--- src/rtl/vga_timing_gen.sv ---
// Parametrised raster timing generator: pixel-rate divider, column/row counters and sync decode.
// Syncs and video_on are registered from the next coordinates so they always match px_x/px_y.
module vga_timing_gen #(
  parameter int H_DISP  = 640,
  parameter int H_FP    = 16,
  parameter int H_SYNC  = 96,
  parameter int H_BP    = 48,
  parameter int V_DISP  = 480,
  parameter int V_FP    = 10,
  parameter int V_SYNC  = 2,
  parameter int V_BP    = 33,
  parameter int CLK_DIV = 2,
  parameter int HS_POL  = 0,
  parameter int VS_POL  = 0,
  parameter int CW      = 10
) (
  input  logic          clk,
  input  logic          rst,
  input  logic          en,
  output logic          pix_en,
  output logic          hsync,
  output logic          vsync,
  output logic          video_on,
  output logic [CW-1:0] px_x,
  output logic [CW-1:0] px_y,
  output logic          line_start,
  output logic          frame_start
);

  localparam int H_TOTAL = H_DISP + H_FP + H_SYNC + H_BP;
  localparam int V_TOTAL = V_DISP + V_FP + V_SYNC + V_BP;
  localparam int DW      = (CLK_DIV > 1) ? $clog2(CLK_DIV) : 1;

  localparam logic [DW-1:0] DIV_LAST = DW'(CLK_DIV - 1);
  localparam logic [DW-1:0] DIV_ONE  = DW'(1'b1);
  localparam logic [DW-1:0] DIV_ZERO = DW'(1'b0);

  localparam logic [CW-1:0] C_ZERO   = CW'(1'b0);
  localparam logic [CW-1:0] C_ONE    = CW'(1'b1);
  localparam logic [CW-1:0] H_LAST   = CW'(H_TOTAL - 1);
  localparam logic [CW-1:0] V_LAST   = CW'(V_TOTAL - 1);
  localparam logic [CW-1:0] H_VIS    = CW'(H_DISP);
  localparam logic [CW-1:0] V_VIS    = CW'(V_DISP);
  localparam logic [CW-1:0] HS_FIRST = CW'(H_DISP + H_FP);
  localparam logic [CW-1:0] HS_LAST  = CW'(H_DISP + H_FP + H_SYNC - 1);
  localparam logic [CW-1:0] VS_FIRST = CW'(V_DISP + V_FP);
  localparam logic [CW-1:0] VS_LAST  = CW'(V_DISP + V_FP + V_SYNC - 1);

  localparam logic HS_ACT = (HS_POL != 0) ? 1'b1 : 1'b0;
  localparam logic VS_ACT = (VS_POL != 0) ? 1'b1 : 1'b0;

  // Refuse to elaborate when the coordinate width cannot hold the last column/row.
  if ((H_TOTAL > (2 ** CW)) || (V_TOTAL > (2 ** CW))) begin : g_bad_cw
    $error("vga_timing_gen: CW too narrow for H_TOTAL/V_TOTAL");
  end
  if (CLK_DIV < 1) begin : g_bad_div
    $error("vga_timing_gen: CLK_DIV must be >= 1");
  end

  function automatic logic in_window(input logic [CW-1:0] v,
                                     input logic [CW-1:0] lo,
                                     input logic [CW-1:0] hi);
    in_window = (v >= lo) && (v <= hi);
  endfunction

  logic [DW-1:0] div_cnt_r;
  logic [CW-1:0] px_x_r;
  logic [CW-1:0] px_y_r;
  logic          hsync_r;
  logic          vsync_r;
  logic          video_on_r;

  logic          pix_en_s;
  logic [DW-1:0] div_next_s;
  logic [CW-1:0] x_next_s;
  logic [CW-1:0] y_next_s;

  // Divider tick and next-state computation for the divider and both counters.
  always_comb begin
    pix_en_s   = en && (div_cnt_r == DIV_LAST);
    div_next_s = div_cnt_r;
    x_next_s   = px_x_r;
    y_next_s   = px_y_r;
    if (!en) begin
      div_next_s = div_cnt_r;
    end else if (div_cnt_r == DIV_LAST) begin
      div_next_s = DIV_ZERO;
    end else begin
      div_next_s = div_cnt_r + DIV_ONE;
    end
    if (pix_en_s) begin
      if (px_x_r == H_LAST) begin
        x_next_s = C_ZERO;
        if (px_y_r == V_LAST) begin
          y_next_s = C_ZERO;
        end else begin
          y_next_s = px_y_r + C_ONE;
        end
      end else begin
        x_next_s = px_x_r + C_ONE;
        y_next_s = px_y_r;
      end
    end else begin
      x_next_s = px_x_r;
      y_next_s = px_y_r;
    end
  end

  // Timing state; decode uses next coordinates so there is no one-pixel sync skew.
  always_ff @(posedge clk) begin
    if (rst) begin
      div_cnt_r  <= DIV_ZERO;
      px_x_r     <= C_ZERO;
      px_y_r     <= C_ZERO;
      hsync_r    <= ~HS_ACT;
      vsync_r    <= ~VS_ACT;
      video_on_r <= 1'b1;
    end else begin
      div_cnt_r  <= div_next_s;
      px_x_r     <= x_next_s;
      px_y_r     <= y_next_s;
      hsync_r    <= in_window(x_next_s, HS_FIRST, HS_LAST) ? HS_ACT : ~HS_ACT;
      vsync_r    <= in_window(y_next_s, VS_FIRST, VS_LAST) ? VS_ACT : ~VS_ACT;
      video_on_r <= (x_next_s < H_VIS) && (y_next_s < V_VIS);
    end
  end

  assign pix_en      = pix_en_s;
  assign hsync       = hsync_r;
  assign vsync       = vsync_r;
  assign video_on    = video_on_r;
  assign px_x        = px_x_r;
  assign px_y        = px_y_r;
  assign line_start  = pix_en_s && (px_x_r == C_ZERO);
  assign frame_start = pix_en_s && (px_x_r == C_ZERO) && (px_y_r == C_ZERO);

endmodule

--- config.mk ---
export PLATFORM = sky130hd
export DESIGN_NAME = vga_timing_gen
export DESIGN_NICKNAME = d
export VERILOG_FILES = /design/src/rtl/vga_timing_gen.sv
export SDC_FILE = /design/constraint.sdc
export NUM_CORES = 1
export LEC_CHECK = 0
export BUFFER_PORTS_ARGS = -buffer_cell sky130_fd_sc_hd__buf_2
export CAP_MARGIN = 10
export CORE_MARGIN = 4
export CORE_UTILIZATION = 53
export DETAILED_ROUTE_END_ITERATION = 8
export GPL_TIMING_DRIVEN = 0
export PLACE_DENSITY = 0.79
export SYNTH_ARGS = -nofsm -noshare
export SYNTH_HDL_FRONTEND = slang
export SYNTH_SLANG_ARGS = --single-unit
--- constraint.sdc ---
create_clock -name clk -period 2.31 [get_ports clk]
set_input_delay 0.462 -clock clk [delete_from_list [all_inputs] [get_ports clk]]
set_output_delay 0.462 -clock clk [all_outputs]
set_load 0.005 [all_outputs]
; ---- Yosys cells after proc, flatten, opt, wreduce, memory -nomap -nowiden
; Index checks and enable logic that the tools add are counted.
[word_totals]
elab_cells = 33
reg_bits = 24
input_bits = 3
output_inout_bits = 26
[op_classes]
magnitude_cmp = 6
mux = 8
n_reduce_logical = 8
eq_ne = 2
addsub = 3
[ops]
columns = cell, count
row1 = 2-to-1 mux 10 bit, 5
row2 = adder 10 x 1 -> 10 bit (second input constant), 2
row3 = equality test 10 bit (second input constant), 2
row4 = logical NOT 10 bit, 2
row5 = greater-or-equal comparator 10 bit (second input constant), 1
row6 = greater-or-equal comparator 10 x 9 -> 1 bit (second input constant), 1
row7 = less-or-equal comparator 10 bit (second input constant), 1
row8 = less-or-equal comparator 10 x 9 -> 1 bit (second input constant), 1
row9 = less-than comparator 10 bit (second input constant), 1
row10 = less-than comparator 10 x 9 -> 1 bit (second input constant), 1
row11 = logical AND 1 bit, 6
row12 = 2-to-1 mux 1 bit, 3
row13 = adder 1 bit (second input constant), 1

; ---- Longest topological paths before layout
[logic_depth]
depth_word = 7
ltp_mapped = 8
depth_no_buf = 8

; ---- Worst setup path before layout
; OpenSTA, ideal clock, no wires.
[synth_timing]
path_kind = flip-flop to flip-flop
startpoint = register px_x_r[5] (netlist: px_x[5])
endpoint = register vsync_r (netlist: vsync)
required_time_ns = 2.178
setup_slack_ns = 0.419
path_stages_with_launch = 7
arrival_ns = 1.759
cell_sequence = dfxtp_1 > or3_4 > nor4_4 > nand2_1 > xor2_1 > nor4_4 > nand3_1
[synth_via]
elab_chain_len = 6
[synth_rtl]
columns = item, line
row1 = from (decl), 67  ; logic [CW-1:0] px_x_r;
row2 = from (signal assigned), 120  ; px_x_r <= x_next_s;
row3 = equality test 10 bit (*), 92  ; if (px_x_r == H_LAST) begin
row4 = 2-to-1 mux 10 bit (*), 92
row5 = 2-to-1 mux 10 bit (*), 91  ; if (pix_en_s) begin
row6 = greater-or-equal comparator 10 x 9 -> 1 bit / less-or-equal comparator 10 x 9 -> 1 bit (equally long branches), 63  ; in_window = (v >= lo) && (v <= hi);
row7 = logical AND 1 bit (*), 63
row8 = 2-to-1 mux 1 bit (*), 123  ; vsync_r <= in_window(y_next_s, VS_FIRST, VS_LAST) ? VS_ACT : ~VS_ACT;
row9 = to (signal assigned), 116  ; vsync_r <= ~VS_ACT;
row10 = to (signal assigned), 123
row11 = to (decl), 70  ; logic vsync_r;
; Mark *: on every way between the ends. The rest lies on a longest branch, timed or not.
; A chain may end at the register's enable or synchronous reset.

; ---- Worst setup path in the final report
[layout_timing]
startpoint = register px_x_r[5] (netlist: px_x[5])
endpoint = output frame_start
[layout_via]
elab_chain_len = 3
[layout_rtl]
columns = item, line
row1 = logical NOT 10 bit, 135  ; assign frame_start = pix_en_s && (px_x_r == C_ZERO) && (px_y_r == C_ZERO);
row2 = logical AND 1 bit (2 in a row), 135
row3 = to (decl), 27  ; output logic frame_start
; Every way passes these cells.

==> out/results.txt <==
status: finished, final reports clean
Initial Utilization: 0.5795
Slew Limit Fails: 0
area delta synth->final: 22.74%
Routed Antenna Nets: 0
Netlist Area Pre-Place: 1331 um^2
number of enable flip-flop cells after synthesis: 0
RSZ-0062 raised after global routing: no
crit path max-delay cell type: or3_4
CP Cell Sequence: or3_4, nor4_4, and3_1, buf_2
Syn Nets: 165
Hold Path Class: in2reg
Design Power: 754.4 uW
DIE WIDTH: 58.12 um
IO Pins: 29
largest net degree at the start of global routing: 15
per-cell routed wire length: 13.93 um
CTS root buf: clkbuf_4
I/O Buffers: 28
Mapped Avg Cell Area: 8.426 um^2
Post-synth top flop: dfxtp_1
critical path class: reg2out
Detailed Route Iter0 Violations: 26
Max-slew headroom: 0.6674
final worst clock skew: 7.708 ps
maxcap violations: 0
Critical Path Max Stage Delay: 460 ps
Synth Warn #: 0
GRT overflow: 0
Pre-Repair DR Iteration Count: 4
Worst Tran Pin Value: 498.9 ps
FP Rows: 17
# hold bufs at CTS: 0
vias in the first global route: 1234
Fin Setup TNS: 0 ps
drt via density: 5.619
Finished Layout Cells: 223
Post-synth ARST share: 0
synthesized flop and latch total: 24
Core Region: 2297 um^2
Max VDD drop: 343.0 uV
minimum clock period: 2225 ps
# placed instances: 214
H-tree levels: 1
Die Span Y: 58.12 um
Critical Path AT: 1760 ps
Routed WL: 3107 um
first-pass GRT wire length: 5333 um
Placer Congestion: 0.8184
layout cells sized above 1: 0.2769
period utilization: 0.9632
pwr dens: 461.7 nW/um^2
Die Area: 3378 um^2
endpoints failing hold: 0
Critical Path Sink Type: primary output
Nets: 203
CTS tree: yes
post-DP HPWL: 2368 um
worst skew pair latency: 320 ps
register area share after synthesis: 0.3609
Clock Path Buffers: 2
initial antenna violation count: 0
CTS clk-pin slew, worst paths: 130 ps
Distinct cells, synth: 33
Diodes inserted: 0
leakage power: 0.0006781 uW
Core Util, Final: 0.7113
Worst setup SP type: register
overall routing resource usage: 0.2007
CTS Buf Count: 3
Max Clock Freq: 449.5 MHz
cell count after synthesis: 158
drc violations: 0
CTS Sinks: 24
critical-path maximum fanout: 6
Critical Path RT: 1850 ps
Place WS: 176.1 ps
Final setup viols: 0
Vias: 1253
worst setup margin: 85.12 ps
-- cell families after synthesis --
logic type,Yosys count,share of synthesized area
mux,2,0.01504
buf+inv,10,0.02820
xor+xnor,14,0.09211
fa+ha+maj,4,0.03760
compound gates,18,0.08552
flops,24,0.3609
simple gates,86,0.3807
-- metal layers --
metal / part of all wire / global-route usage
met1: 0.44 / 0.2369
met2: 0.50 / 0.3613
met3: 0.042 / 0.03118
met4: 0.014 / 0.07616
met5: 0 / 0
-- cell usage after synthesis, types with 2 or more instances --
cell / count / area, um^2
or3_1: 3 / 18.77
a21oi_1: 9 / 45.04
nor3_1: 8 / 40.04
nand3_1: 13 / 65.06
and3_1: 5 / 31.28
a211oi_2: 2 / 25.02
dfxtp_1: 24 / 480.5
inv_1: 7 / 26.28
o21ai_1: 3 / 15.01
xnor2_1: 6 / 52.55
nor2_1: 19 / 71.32
nand2_1: 17 / 63.81
ha_1: 4 / 50.05
and4_1: 2 / 17.52
clkbuf_1: 3 / 11.26
xor2_1: 8 / 70.07
nand4_1: 3 / 18.77
nor4_4: 3 / 63.81
a31oi_1: 3 / 18.77
and2_1: 2 / 12.51
mux2i_1: 2 / 20.02
-- layout make-up --
cell class / instances / area (um^2)
buffer: 3 / 11.26
clock buffer: 3 / 22.52
clock inverter: 1 / 30.03
fill: 189 / 663.1
inverter: 7 / 26.28
multi-input combinational: 124 / 840.8
sequential: 24 / 490.5
tap: 28 / 35.03
timing repair buffer: 33 / 177.7
-- final timing paths --
kind,to,start,slack [ps],cells after the start
setup / recovery,frame_start,px_x[5],90,4
hold / removal,px_y[9],rst,370,2
setup reg to reg,video_on,px_x[1],210,7
hold reg to reg,px_y[0],px_y[0],510,2
-- flip-flops by register name (all words and copies together), names as in the netlist --
register,cells
video_on,1
vsync,1
px_y,10
hsync,1
div_cnt_r,1
px_x,10
-- where the power goes --
part | switching (uW) | total (uW) | internal (uW)
registers | 3.95 | 419 | 415
logic | 19.5 | 33.3 | 13.8
clock network | 127 | 302 | 175
-- repair_timing --
item / CTS / global route
gates resized for setup: 6 / 5
setup buffers: 0 / 5
pin swaps: 1 / 0
endpoints found under the setup margin: 2 / 1
-- critical path, delay by kind of cell (launching register included) --
family	cells	cell delay [ps]
buffers and inverters	1	110
DFF	1	370
and+or+nand+nor	3	960
-- per-stage QoR --
stage	hold WS, ps	instance area [um^2]
2_1_floorplan	484.6	1331
3_3_place_gp	485.5	1506
3_5_place_dp	504.1	1506
4_1_cts	366.3	1582
5_1_grt	355.8	1634
6_report	371.0	1634
-- cells in the final DEF (no fill, tap or decap), drive strengths merged, types with 4 or more instances in the layout --
cell,synthesis,layout
buf,0,33
dfxtp,24,24
nor2,19,19
nand2,17,17
nand3,13,13
nor3,10,10
a21oi,9,9
xor2,8,8
inv,7,7
xnor2,6,6
clkbuf,3,6
and3,5,5
nor4,5,5
ha,4,4
or3,4,4
No activity file was read; power rests on OpenSTA's default activity.
